### src/rtl/neuron_mac_seq.sv
// neuron_mac_seq: time-multiplexed fixed-point neuron.
//   y = act(sat((BIAS <<< FRAC_BITS + sum Xi*Wi) >>> FRAC_BITS))
// A single shared multiplier does one MAC per enabled cycle. The full-precision
// sum is shifted and saturated once at the end, then the activation is applied.
// Ports:
//   clk, rst        clock, async active-high reset
//   en              clock enable, all state holds while low
//   in_valid/ready  input handshake, x_flat packed with X0 in the LSBs
//   out_valid/ready output handshake, y signed DATA_WIDTH result
//   busy            high whenever the block is not idle
module neuron_mac_seq #(
  parameter int DATA_WIDTH = 8,
  parameter int FRAC_BITS  = 4,
  parameter int N_INPUTS   = 4,
  parameter logic [N_INPUTS*DATA_WIDTH-1:0] WEIGHTS = {8'sd2, -8'sd4, 8'sd16, -8'sd7},
  parameter logic signed [DATA_WIDTH-1:0] BIAS = 5,
  parameter int ACT_MODE   = 0
) (
  input  logic                           clk,
  input  logic                           rst,
  input  logic                           en,
  input  logic                           in_valid,
  output logic                           in_ready,
  input  logic [N_INPUTS*DATA_WIDTH-1:0] x_flat,
  output logic                           out_valid,
  input  logic                           out_ready,
  output logic [DATA_WIDTH-1:0]          y,
  output logic                           busy
);

  // Wide enough that N full products plus the shifted bias cannot overflow.
  localparam int ACC_W = 2*DATA_WIDTH + $clog2(N_INPUTS) + 1;
  localparam int IDX_W = (N_INPUTS > 1) ? $clog2(N_INPUTS) : 1;

  localparam logic signed [ACC_W-1:0] BIAS_ACC = ACC_W'(BIAS) <<< FRAC_BITS;
  localparam logic signed [ACC_W-1:0] Y_MAX =
    {{(ACC_W-DATA_WIDTH+1){1'b0}}, {(DATA_WIDTH-1){1'b1}}};
  localparam logic signed [ACC_W-1:0] Y_MIN = ~Y_MAX;

  typedef enum logic [1:0] {
    S_IDLE   = 2'd0,
    S_MAC    = 2'd1,
    S_FINISH = 2'd2,
    S_OUT    = 2'd3
  } state_t;

  state_t                          state_q, state_d;
  logic [IDX_W-1:0]                idx_q, idx_d;
  logic signed [ACC_W-1:0]         acc_q, acc_d;
  logic [N_INPUTS*DATA_WIDTH-1:0]  x_q, x_d;
  logic [DATA_WIDTH-1:0]           y_q, y_d;
  logic                            out_valid_q, out_valid_d;

  logic signed [DATA_WIDTH-1:0]    x_sel, w_sel;
  logic signed [2*DATA_WIDTH-1:0]  prod;
  logic signed [ACC_W-1:0]         shr;
  logic [DATA_WIDTH-1:0]           sat, act;

  assign x_sel = x_q[int'(idx_q)*DATA_WIDTH +: DATA_WIDTH];
  assign w_sel = WEIGHTS[int'(idx_q)*DATA_WIDTH +: DATA_WIDTH];
  assign prod  = x_sel * w_sel;

  // Arithmetic shift floors toward -inf, then clamp to the output range.
  assign shr = acc_q >>> FRAC_BITS;

  always_comb begin
    sat = shr[DATA_WIDTH-1:0];
    if (shr > Y_MAX)      sat = {1'b0, {(DATA_WIDTH-1){1'b1}}};
    else if (shr < Y_MIN) sat = {1'b1, {(DATA_WIDTH-1){1'b0}}};
  end

  always_comb begin
    act = sat;
    if (ACT_MODE == 0 && sat[DATA_WIDTH-1]) act = '0;
  end

  always_comb begin
    state_d     = state_q;
    idx_d       = idx_q;
    acc_d       = acc_q;
    x_d         = x_q;
    y_d         = y_q;
    out_valid_d = out_valid_q;
    if (en) begin
      case (state_q)
        S_IDLE: begin
          if (in_valid) begin
            x_d     = x_flat;
            acc_d   = BIAS_ACC;
            idx_d   = '0;
            state_d = S_MAC;
          end
        end
        S_MAC: begin
          acc_d = acc_q + ACC_W'(prod);
          idx_d = idx_q + 1'b1;
          if (idx_q == IDX_W'(N_INPUTS-1)) state_d = S_FINISH;
        end
        S_FINISH: begin
          y_d         = act;
          out_valid_d = 1'b1;
          state_d     = S_OUT;
        end
        S_OUT: begin
          if (out_ready) begin
            out_valid_d = 1'b0;
            state_d     = S_IDLE;
          end
        end
        default: begin
          out_valid_d = 1'b0;
          state_d     = S_IDLE;
        end
      endcase
    end
  end

  always_ff @(posedge clk or posedge rst) begin
    if (rst) begin
      state_q     <= S_IDLE;
      idx_q       <= '0;
      acc_q       <= '0;
      x_q         <= '0;
      y_q         <= '0;
      out_valid_q <= 1'b0;
    end else begin
      state_q     <= state_d;
      idx_q       <= idx_d;
      acc_q       <= acc_d;
      x_q         <= x_d;
      y_q         <= y_d;
      out_valid_q <= out_valid_d;
    end
  end

  assign in_ready  = en && (state_q == S_IDLE);
  assign out_valid = out_valid_q;
  assign y         = y_q;
  assign busy      = (state_q != S_IDLE);

endmodule
### config.mk
export PLATFORM = sky130hd
export DESIGN_NAME = neuron_mac_seq
export DESIGN_NICKNAME = d
export VERILOG_FILES = /design/src/rtl/neuron_mac_seq.sv
export SDC_FILE = /design/constraint.sdc
export NUM_CORES = 1
export LEC_CHECK = 0
export BUFFER_PORTS_ARGS = -buffer_cell sky130_fd_sc_hd__buf_4
export CAP_MARGIN = 20
export CORE_AREA = 2 2 114 116
export DETAILED_ROUTE_END_ITERATION = 12
export DIE_AREA = 0 0 116 118
export PLACE_DENSITY = 0.67
export SYNTH_ARGS = -nofsm -noshare
export SYNTH_HDL_FRONTEND = slang
export SYNTH_SLANG_ARGS = --single-unit
### constraint.sdc
create_clock -name clk -period 8.3 [get_ports clk]
set_input_delay 2.075 -clock clk [delete_from_list [all_inputs] [get_ports clk]]
set_output_delay 2.075 -clock clk [all_outputs]
set_load 0.1 [all_outputs]
### Yosys cells after proc, flatten, opt, wreduce, memory -nomap -nowiden

Cells that the tools add are included.

| storage, ports and cells | value |
|---|---|
| output and inout bits | 11 |
| input bits | 37 |
| bits in registers | 64 |

| cells by class | value |
|---|---|
| add/subtract/negate cells | 2 |
| shift-type cells | 2 |
| $lt $le $gt $ge | 2 |
| reduce and logical (&&, ||, !) cells | 10 |
| muxes and demuxes | 13 |
| $mul | 1 |
| eq/ne operators | 7 |

Operators by type and width:

| cell | count |
|---|---|
| $pmux W19 S2 | 1 |
| $shiftx A32 B6 Y8 | 1 |
| $shiftx A32 B6 Y8 const A | 1 |
| $add A19 B16 Y19 | 1 |
| $mux W19 | 1 |
| $mul A8 B8 Y16 | 1 |
| $mux W8 | 2 |
| $gt A15 B8 Y1 const B | 1 |
| $lt A15 B8 Y1 const B | 1 |
| $reduce_and A3 Y1 | 3 |
| $mux W2 | 4 |
| $pmux W2 S4 | 1 |
| $mux W7 | 1 |
| $eq A2 B2 Y1 const B | 3 |
| $ne A2 B2 Y1 const B | 3 |
| $reduce_bool A2 Y1 | 3 |
| $pmux W2 S2 | 1 |
| $reduce_and A4 Y1 | 1 |
| $add A2 B1 Y2 const B | 1 |
| $eq A2 B1 Y1 const B | 1 |
| $logic_not A2 Y1 | 1 |
| $pmux W1 S2 | 1 |
| $reduce_and A2 Y1 | 1 |
| $logic_and A1 B1 Y1 | 1 |
| $mux W1 | 1 |

### Logic depth before layout (Yosys ltp)

Gate-level depths: netlist of run 1.

| logic depth | value |
|---|---|
| word-level depth | 4 |
| depth in mapped cells | 22 |
| depth with buffers taken out | 20 |

### Least setup slack after synthesis of run 1

OpenSTA, ideal clock, no wires.

| path | value |
|---|---|
| path kind | reg-to-reg |
| from | reg idx_q[0] |
| to | reg acc_q[18] |
| arrival | 5.823 ns |
| cell stages (with the launch flop) | 22 |
| setup slack | 2.412 ns |
| clock period less this slack | 5.888 ns |
| path buffers | 2 |
| required time | 8.235 ns |
| setup time | 0.065 ns |
| path through | dfrtp_1 > buf_4 > inv_1 > ha_1 > clkbuf_1 > and2_1 > inv_1 > fa_1 > inv_1 > fa_1 > fa_1 > fa_1 > inv_1 > fa_1 > inv_1 > ha_1 > o21ai_0 > o21ai_1 > a211o_1 > a2111o_1 > nand3_1 > a31o_2 |

| between the ends | value |
|---|---|
| word-level cells in the longest chain between the ends | 4 |
| elaborated cells on any way between the ends | 5 |
| those cells by class | 1 x add/sub; 1 x mul; 2 x shift; 1 x mux |

Ends and longest elaborated chain:

| what | RTL line | text |
|---|---|---|
| from (decl) | 48 | `logic [IDX_W-1:0] idx_q, idx_d;` |
| from (signal assigned) | 128 | `idx_q <= idx_d;` |
| $shiftx A32 B6 Y8, on equally long branches | 59, 60 |  |
| $mul A8 B8 Y16 * | 61 | `assign prod = x_sel * w_sel;` |
| $add A19 B16 Y19 * | 95 | `acc_d = acc_q + ACC_W'(prod);` |
| $pmux W19 S2 * | 85 | `case (state_q)` |
| to (signal assigned) | 122 | `acc_q <= '0;` |
| to (signal assigned) | 129 | `acc_q <= acc_d;` |
| to (decl) | 49 | `logic signed [ACC_W-1:0] acc_q, acc_d;` |

Mark *: on every way between the ends. The rest lies on a longest branch, timed or not.
A chain may end at the register's enable or synchronous reset.

### Final worst setup path of run 1

| path | value |
|---|---|
| from | reg idx_q[0] |
| to | reg acc_q[17] |

The elaborated chain is that of the path after synthesis.

==> qor.yml, run 1 <==
cts:
  clockBufferDepth: 2
  clkSlewWorstSetupHoldPaths_ps: 60
  post_cts_buffers: 0
  cts_max_level: 3
  cts_tree: "built"
  cts_made_buffers: 9
  post_cts_hold_buffer_count: 0
  cts-resized-gates: 0
  root_buffer: "clkbuf_16"
  insertion_delay_ps: 330
  cts_sinks: 63
grt:
  groute.usage.overall: 0.2133
  antenna_found_initial: 0
  grt-ovfl-total: 0
  grt_pass1_wl_mm: 22.73
  first_global_vias: 4667
  grt_max_degree: 64
setup_path:
  arrival_ps: 6690
  crit_path_start_kind: "flop"
  timing.critical_path.fanout_max: 13
  crit_path_end_kind: "flop"
  slowest_delay_ps: 610
  path_class: "reg -> reg"
  critical_path_buf_inv_count: 5
  cp_slowest_cell: "dfrtp_1"
  cp_data_required_time_ps: 8480
  crit_chain: "inv_1 -> ha_1 -> and2_1 -> inv_1 -> fa_1 -> inv_1 -> fa_1 -> fa_1 -> fa_1 -> inv_1 -> fa_1 -> inv_1 -> ha_1 -> a21oi_1 -> o22ai_1 -> o31ai_1 -> a21oi_1 -> mux2i_1 -> o311ai_0"
  critPathTopFamily: "adder cells"
route:
  drc: 0
  vias: 4201
  vias_per_cell: 5.238
  drt_iter0_markers: 252
  ant_nets: 0
  dr.pass1.iters: 4
  wl_per_cell_um: 16.59
  totalWireLength_mm: 13.30
timing:
  finalSetupViolations: 0
  fmax_ghz: 0.1535
  fin_setup_tns_ps: 0
  hold_viol: 0
  slew_viol_final: 0
  fin_crit_sh: 0.7848
  slew_headroom: 0.4521
  grt_setup_unrepaired: "no"
  worstMarginPinSlew_ps: 818.8
  layout_min_cycle_time_ps: 6514
  finClkSkew_ps: 8.070
die:
  row_count: 41
  core_area_um2: 12410
  pin_count: 48
  initial_core_util: 0.4883
  die_x_um: 116
  design.die.area_um2: 13690
  fp.dieH_um: 118
logic_synthesis:
  syn_inst: 581
  syn_area_per_cell_um2: 10.43
  synth_top_cell_area_share: 0.2609
  synth_area_um2: 6062
  synth_nets: 750
  ys.warnings.count: 0
  async_flop_share: 1.000
  ys_top_cells_by_area: "fa_1 (26%), dfrtp_1 (26%), ha_1 (11%), inv_1 (6.6%), mux2_2 (6.1%)"
  ys.flop_type: "dfrtp_1"
  synth_top_area_cell: "fa_1"
  synth-edff-count: 0
  ys_seq_area_frac: 0.2601
  synth.distinct_cells: 45
  ys_ff_latch: 63
placed_design:
  numPortBuffers: 46
  dp_hpwl_mm: 10.78
  routabilityCongestion: 0.8741
cells_and_area:
  multi_input_area_um2: 4018
  final_nets: 794
  syn_to_final_growth_pct: 13.40
  register_area_um2: 1577
  diodes: 0
  drive_gt1_frac: 0.1810
  nFillCells: 1084
outcome:
  status: "finished clean"
job:
  drv_cap: 0
min_path:
  hp-class: "reg -> reg"
-- cells in the mapped netlist, types with 3 or more instances --
cell	count
a21o_1	4
a21o_2	3
a21oi_1	19
a31oi_1	4
and2_1	16
buf_2	4
clkbuf_1	10
dfrtp_1	63
fa_1	79
ha_1	53
inv_1	106
mux2_2	33
mux4_2	8
nand2_1	42
nand2b_1	4
nand3_1	21
nor2_1	36
nor3_1	4
o21ai_0	20
o21ai_1	3
o21bai_1	3
xnor2_1	10
xor2_1	9
-- logic make-up after synthesis --
logic type / Yosys count / synth area share
adders and majority gates: 132 / 0.3703
and+or+nand+nor: 132 / 0.09907
buffers and inverters: 122 / 0.07761
AOI/OAI and AO/OA: 70 / 0.07224
DFF: 63 / 0.2601
muxes: 42 / 0.09267
xor gates and xnor gates: 19 / 0.02745
other: 1 / 0.0006186
-- layout make-up --
cell class / instances / share of cell area
multi-input combinational: 396 / 0.5845
sequential: 63 / 0.2293
timing repair buffer: 49 / 0.05351
clock buffer: 11 / 0.03531
clock inverter: 5 / 0.008191
tap: 172 / 0.03131
inverter: 106 / 0.05788
-- registers in the layout, indices dropped and copies added (netlist names) --
signal and cells:
acc_q 19, idx_q 2, out_valid 1, state_q 2
x_q 32, y 7
-- stage by stage --
stage                     hold slack [ps]  cells    util  worst slack [ps]  area [um2]
final                               502.3    802  0.5537              1786        6874
after global routing                517.8    802  0.5537              1239        6874
after CTS                           500.9    802  0.5537              1777        6874
after detailed placement            486.9    786  0.5296              1791        6575
after global placement              478.8    786  0.5296              1932        6575
after floorplan                     466.6    581       -              2412        6062
-- per-layer routing --
layer | share of wire | track usage
met1 | 0.44 | 0.2907
met2 | 0.50 | 0.3469
met3 | 0.047 | 0.03811
met4 | 0.015 | 0.06696
met5 | 0 | 0
-- worst register-to-register path, delay by kind of cell (launching register included) --
| family | cells | cell delay (ps) |
|---|---|---|
| simple gates | 1 | 610 |
| mux | 1 | 170 |
| flops | 1 | 610 |
| buf+inv | 5 | 510 |
| fa+ha+maj | 7 | 3350 |
| compound gates | 5 | 1110 |
-- cell usage in the layout, fill, tap and decap left out, drive strengths merged, types with 2 or more instances in the layout --
master  instances
nand3          21
nor2           36
clkinv          2
a21oi          19
inv           107
o311ai          2
a211oi          2
xor2            9
nand2b          4
o21bai          3
and3            2
buf            49
and2           16
o21ai          23
nand2          42
nor3            4
a21o            7
mux2           33
xnor2          10
a31oi           4
mux4            8
or2             2
clkbuf         11
ha             53
dfrtp          63
fa             79
nor2b           2
-- path summary, 6_finish.rpt --
path | start | endpoint | slack [ps] | depth (start not counted)
hold / removal | x_q[10]$_DFFE_PP0P_ | x_q[10]$_DFFE_PP0P_ | 500 | 1
setup / recovery | idx_q[0]$_DFFE_PP0P_ | acc_q[17]$_DFFE_PP0P_ | 1790 | 19
setup reg to reg | idx_q[0]$_DFFE_PP0P_ | acc_q[17]$_DFFE_PP0P_ | 1790 | 19
min in group asynchronous | rst | x_q[1]$_DFFE_PP0P_ | 1980 | 3
hold reg to reg | x_q[10]$_DFFE_PP0P_ | x_q[10]$_DFFE_PP0P_ | 500 | 1
max in group asynchronous | rst | acc_q[14]$_DFFE_PP0P_ | 5800 | 3
Power of run 1 is left out: the tool's default activity adds up to more than one toggle a clock period on the data nets, which glitch-free logic cannot reach.
==> inputs of run 2 (changes only) <==
==> constraint.sdc (replaced) <==
create_clock -name clk -period 6.2 [get_ports clk]
set_input_delay 1.55 -clock clk [delete_from_list [all_inputs] [get_ports clk]]
set_output_delay 1.55 -clock clk [all_outputs]
set_load 0.1 [all_outputs]
==> run 2 against run 1 <==
Net effect: flip-flop and latch count stayed put; critical path depth is 1 lower; final area is 0.96% higher.
==> qor.yml, run 2 (same netlist as run 1, synthesis figures left out) <==
outcome:
  status: "finished clean"
setup_path:
  reg2reg_depth: 18  # -1
  cp_data_required_time_ps: 6470  # -2010 ps
  path_class: "reg -> reg"
  critPathTopFamily: "adder cells"
  crit_path_start_kind: "flop"
  timing.critical_path.fanout_max: 6  # -7
  cp_slowest_cell: "fa_1"
  crit_path_end_kind: "flop"
  critical_path_buf_inv_count: 3  # -2
  crit_chain: "buf_4 -> mux4_2 -> and2_1 -> nand2b_1 -> fa_1 -> fa_1 -> fa_1 -> fa_1 -> inv_1 -> fa_1 -> inv_1 -> ha_1 -> a211oi_2 -> o21ai_1 -> a211o_1 -> a2111o_1 -> nand3_1 -> a31o_2"
  reg2reg_to: "acc_q[18]$_DFFE_PP0P_"
  crit_top_cell: "fa_1"
  arrival_ps: 6100  # -590 ps
  worstReg2RegStart: "idx_q[0]$_DFFE_PP0P_"
  reg2reg_slack_ps: 370  # -1420 ps
  slowest_delay_ps: 560  # -50 ps
die:
  fp.dieH_um: 118  # unchanged
  initial_core_util: 0.4883  # unchanged
  design.die.area_um2: 13690  # unchanged
  row_count: 41  # unchanged
  pin_count: 48  # unchanged
  core_area_um2: 12410  # unchanged
  die_x_um: 116  # unchanged
route:
  ant_nets: 0  # unchanged
  vias: 4173  # -0.67%
  dr.pass1.iters: 4  # unchanged
  vias_per_cell: 5.158  # -1.5%
  totalWireLength_mm: 12.62  # -5.1%
  drc: 0  # unchanged
  drt_iter0_markers: 131  # -48%
  wl_per_cell_um: 15.60  # -6.0%
grt:
  grt_pass1_wl_mm: 22.20  # -2.3%
  grt_max_degree: 64  # unchanged
  grt-ovfl-total: 0  # unchanged
  first_global_vias: 4556  # -2.4%
  groute.usage.overall: 0.2085  # -0.004841
  antenna_found_initial: 0  # unchanged
placed_design:
  numPortBuffers: 46  # unchanged
  routabilityCongestion: 0.8815  # +0.85%
  place_inst: 793  # +0.89%
  dp_hpwl_mm: 10.23  # -5.2%
cells_and_area:
  largest_register: "x_q"
  diodes: 0  # unchanged
  final_cell_mix: "inv_1 (105), fa_1 (79), dfrtp_1 (62)"
  layout_commonest_cell: "inv_1"
  register_area_um2: 1578  # about the same
  syn_to_final_growth_pct: 14.49
  drive_gt1_frac: 0.1962  # +0.01528
  largest_reg_flops: 32  # unchanged
  final_nets: 801  # +0.88%
  fin_util: 0.5591  # +0.005342
  fin_cells: 809  # +0.87%
  nFillCells: 1080  # -0.37%
  multi_input_area_um2: 4026  # +0.22%
min_path:
  holdPathStages: 1  # unchanged
  hp-class: "reg -> reg"
  min_to: "x_q[26]$_DFFE_PP0P_"
  min_from: "x_q[26]$_DFFE_PP0P_"
cts:
  clockBufferDepth: 2  # unchanged
  cts_made_buffers: 9  # unchanged
  root_buffer: "clkbuf_16"
  insertion_delay_ps: 340  # about the same
  cts_max_level: 3  # unchanged
  cts_tree: "built"
  cts_sinks: 63  # unchanged
  post_cts_buffers: 0  # unchanged
  clkSlewWorstSetupHoldPaths_ps: 60  # about the same
timing:
  slew_headroom: 0.4743  # +0.02214
  fin_crit_sh: 0.9410  # +0.1563
  slew_viol_final: 0  # unchanged
  finalSetupViolations: 0  # unchanged
  finClkSkew_ps: 8.787  # +0.7168 ps
  timing.hold.ws_ps: 502.1  # -0.2490 ps
  layout_min_cycle_time_ps: 5834  # -679.2 ps
  grt_setup_unrepaired: "no"
  hold_viol: 0  # unchanged
  fmax_ghz: 0.1714  # +12%
  fin_setup_tns_ps: 0  # unchanged
  worstMarginPinSlew_ps: 788.6  # -30.18 ps
job:
  drv_cap: 0  # unchanged
[run 2: cell types whose count changed in the layout (fill, tap and decap cells not counted), sizes merged]
cell	previous run	this run
buf	49	56
clkbuf	11	9
clkinv	2	1
inv	107	110
[run 2: what timing repair did]
item	CTS	global route
hold buffers	0	0
resized for setup	0	5
endpoints found under the setup margin	0	4
hold endpoints to repair	0	0
[run 2: worst register-to-register path, cell delays in order (launching register included)]
cell      delay [ps]
dfrtp_1          430
buf_4            190
mux4_2           550
and2_1           210
nand2b_1         230
fa_1             490
fa_1             560
fa_1             440
fa_1             540
inv_1             50
fa_1             490
inv_1             40
ha_1             250
a211oi_2         250
o21ai_1          180
a211o_1          310
a2111o_1         370
nand3_1           90
a31o_2           100
[run 2: routing by layer]
metal	track usage	part of all wire
met1	0.2935	0.45
met5	0	0
met3	0.03913	0.050
met2	0.3308	0.48
met4	0.05952	0.018
[run 2: cell type report]
cell class	count	area share
tap	172	0.03101
sequential	63	0.2273
clock inverter	7	0.01118
multi-input combinational	396	0.5801
clock buffer	9	0.03245
inverter	106	0.05733
timing repair buffer	56	0.06057
[run 2: stage by stage]
step                      setup WS, ps  cell area, um2
final                            365.5            6940
after global placement           272.7            6628
after detailed placement         189.8            6628
after floorplan                  312.4            6062
after global routing             7.312            6940
after CTS                        137.2            6930
[run 2: worst max path at each step]
stage	start	end	cells past startpoint	slack, ps
CTS	idx_q[1]$_DFFE_PP0P_	acc_q[18]$_DFFE_PP0P_	19	140
global placement	idx_q[1]$_DFFE_PP0P_	acc_q[18]$_DFFE_PP0P_	19	270
global route	idx_q[0]$_DFFE_PP0P_	acc_q[18]$_DFFE_PP0P_	20	7
finish	idx_q[0]$_DFFE_PP0P_	acc_q[18]$_DFFE_PP0P_	18	370
detailed placement	idx_q[1]$_DFFE_PP0P_	acc_q[18]$_DFFE_PP0P_	19	190
floorplan	idx_q[0]$_DFFE_PP0P_	acc_q[18]$_DFFE_PP0P_	21	310
Power of run 2 is left out for the same reason.
==> inputs of run 3 (changes only) <==
--- a/config.mk
+++ b/config.mk
@@ -7,10 +7,12 @@
 export LEC_CHECK = 0
 export BUFFER_PORTS_ARGS = -buffer_cell sky130_fd_sc_hd__buf_4
 export CAP_MARGIN = 20
-export CORE_AREA = 2 2 114 116
+export CELL_PAD_IN_SITES_DETAIL_PLACEMENT = 1
+export CELL_PAD_IN_SITES_GLOBAL_PLACEMENT = 1
+export CORE_AREA = 2 2 115 117
 export DETAILED_ROUTE_END_ITERATION = 12
-export DIE_AREA = 0 0 116 118
-export PLACE_DENSITY = 0.67
+export DIE_AREA = 0 0 117 119
+export PLACE_DENSITY_LB_ADDON = 0.1
 export SYNTH_ARGS = -nofsm -noshare
 export SYNTH_HDL_FRONTEND = slang
 export SYNTH_SLANG_ARGS = --single-unit
==> run 3 against run 2 <==
Net effect: die area is 1.7% higher; core utilization is 1.9 points lower; worst hold slack improved by 4.9 ps; via count is 2.3% higher; global-route usage up 2.8 points; final area is 0.27% higher; flip-flop and latch count is the same; final cell count up 1.1%; register-to-register slack lost 40 ps; clock skew down 3.1 ps; critical path type unchanged; critical endpoint unchanged.
==> qor.yml, run 3 (same netlist as run 1, synthesis figures left out) <==
route:
  drc: 0  # unchanged
  totalWireLength_mm: 15.07  # +19%
  ant_nets: 0  # unchanged
  vias: 4271  # +2.3%
  drt_iter0_markers: 158  # +21%
  dr.pass1.iters: 4  # unchanged
  vias_per_cell: 5.221  # +1.2%
  wl_per_cell_um: 18.42  # +18%
min_path:
  min_from: "x_q[20]$_DFFE_PP0P_"
  hp-class: "reg -> reg"
cts:
  root_buffer: "clkbuf_16"
  cts_tree: "built"
  post_cts_hold_buffer_count: 0  # unchanged
  insertion_delay_ps: 340  # about the same
  post_cts_buffers: 0  # unchanged
  cts_made_buffers: 9  # unchanged
  cts_max_level: 3  # unchanged
  cts_sinks: 63  # unchanged
  clkSlewWorstSetupHoldPaths_ps: 60  # about the same
  clockBufferDepth: 2  # unchanged
die:
  design.die.area_um2: 13920  # +1.7%
  pin_count: 48  # unchanged
  die_x_um: 117  # +0.86%
  fp.dieH_um: 119  # +0.85%
  initial_core_util: 0.4708  # -0.01746
  row_count: 42  # +2.4%
  core_area_um2: 12870  # +3.7%
timing:
  finClkSkew_ps: 5.728  # -3.059 ps
  slew_headroom: 0.4407  # -0.03354
  finalSetupViolations: 0  # unchanged
  fin_setup_tns_ps: 0  # unchanged
  grt_setup_unrepaired: "no"
  fin_crit_sh: 0.9467  # +0.005675
  slew_viol_final: 0  # unchanged
  hold_viol: 0  # unchanged
  timing.hold.ws_ps: 507.0  # +4.917 ps
  worstMarginPinSlew_ps: 838.9  # +50.31 ps
  layout_min_cycle_time_ps: 5870  # +35.19 ps
  fmax_ghz: 0.1704  # -0.60%
placed_design:
  routabilityCongestion: 0.8291  # -5.9%
  numPortBuffers: 46  # unchanged
  dp_hpwl_mm: 11.89  # +16%
cells_and_area:
  final_nets: 806  # +0.62%
  diodes: 0  # unchanged
  largest_reg_flops: 32  # unchanged
  layout_commonest_cell: "inv_1"
  final_cell_mix: "inv_1 (104), fa_1 (79), dfrtp_1 (63)"
  largest_register: "x_q"
  drive_gt1_frac: 0.2009  # +0.004702
  syn_to_final_growth_pct: 14.80
setup_path:
  crit_path_start_kind: "flop"
  crit_path_end_kind: "flop"
  cp_data_required_time_ps: 6480  # about the same
  cp_slowest_cell: "fa_1"
  slowest_delay_ps: 580  # +20 ps
  crit_chain: "buf_4 -> mux4_2 -> and2_1 -> nand2b_1 -> fa_1 -> fa_1 -> fa_1 -> fa_1 -> inv_1 -> fa_1 -> inv_1 -> ha_1 -> o21ai_1 -> o21ai_1 -> a211o_1 -> a2111o_1 -> nand3_1 -> a31o_2"
  critical_path.startpoint: "idx_q[0]$_DFFE_PP0P_"
  crit_top_cell: "fa_1"
  arrival_ps: 6150  # +50 ps
  worstReg2RegStart: "idx_q[0]$_DFFE_PP0P_"
  path_class: "reg -> reg"
  timing.critical_path.fanout_max: 5  # -1
grt:
  grt_max_degree: 64  # unchanged
  first_global_vias: 4785  # +5.0%
  antenna_found_initial: 0  # unchanged
  groute.usage.overall: 0.2368  # +0.02825
  grt_pass1_wl_mm: 24.76  # +12%
  grt-ovfl-total: 0  # unchanged
job:
  drv_cap: 0  # unchanged
outcome:
  status: "finished clean"
## run 3: cell count changes in the layout (fill, tap and decap cells not counted), sizes merged
cell	previous run	this run
inv	110	108
buf	56	61
bufinv	1	0
clkinvlp	1	3
clkinv	1	2
## run 3: through the flow
step	utilization	std cells	instance area [um2]	setup WS, ps
6_report	0.5405	818	6959	330.3
5_1_grt	0.5405	818	6959	12.61
4_1_cts	0.5398	818	6950	199.0
3_5_place_dp	0.5181	802	6670	232.7
3_3_place_gp	0.5175	801	6663	359.4
2_1_floorplan	-	581	6062	312.4
## run 3: metal layers
metal / vias to the layer above / GRT usage / wire, um
li1: 1979 / - / -
met1: 2191 / 0.3398 / 7094
met2: 82 / 0.3757 / 7228
met3: 19 / 0.03766 / 481
met4: 0 / 0.06176 / 263
met5: - / 0 / 0
## run 3: final timing paths
check / to / slack, ps / cells past startpoint
max: acc_q[18]$_DFFE_PP0P_ / 330 / 18
min: x_q[20]$_DFFE_PP0P_ / 510 / 1
max reg2reg: acc_q[18]$_DFFE_PP0P_ / 330 / 18
min reg2reg: x_q[20]$_DFFE_PP0P_ / 510 / 1
max in group asynchronous: x_q[15]$_DFFE_PP0P_ / 4190 / 3
min in group asynchronous: x_q[22]$_DFFE_PP0P_ / 1470 / 3
## run 3: repair_timing
item | in CTS | in global routing
endpoints found under the hold margin | 0 | 0
setup endpoints to repair | 0 | 3
resized for setup | 0 | 4
## run 3: final cells by class
class	count	area, um2
fill	1444	5916
multi-input combinational	396	4023
sequential	63	1577
timing repair buffer	61	457.9
inverter	106	401.6
clock buffer	9	225.2
tap	176	220.2
clock inverter	7	55.05
## run 3: critical path, delay by kind of cell, from the launching register on
| kind | cells | cell delay, ps |
|---|---|---|
| compound gates | 5 | 1160 |
| mux | 1 | 560 |
| fa+ha+maj | 6 | 2900 |
| flops | 1 | 390 |
| buf+inv | 3 | 270 |
| simple gates | 3 | 530 |
Power of run 3 is left out for the same reason.
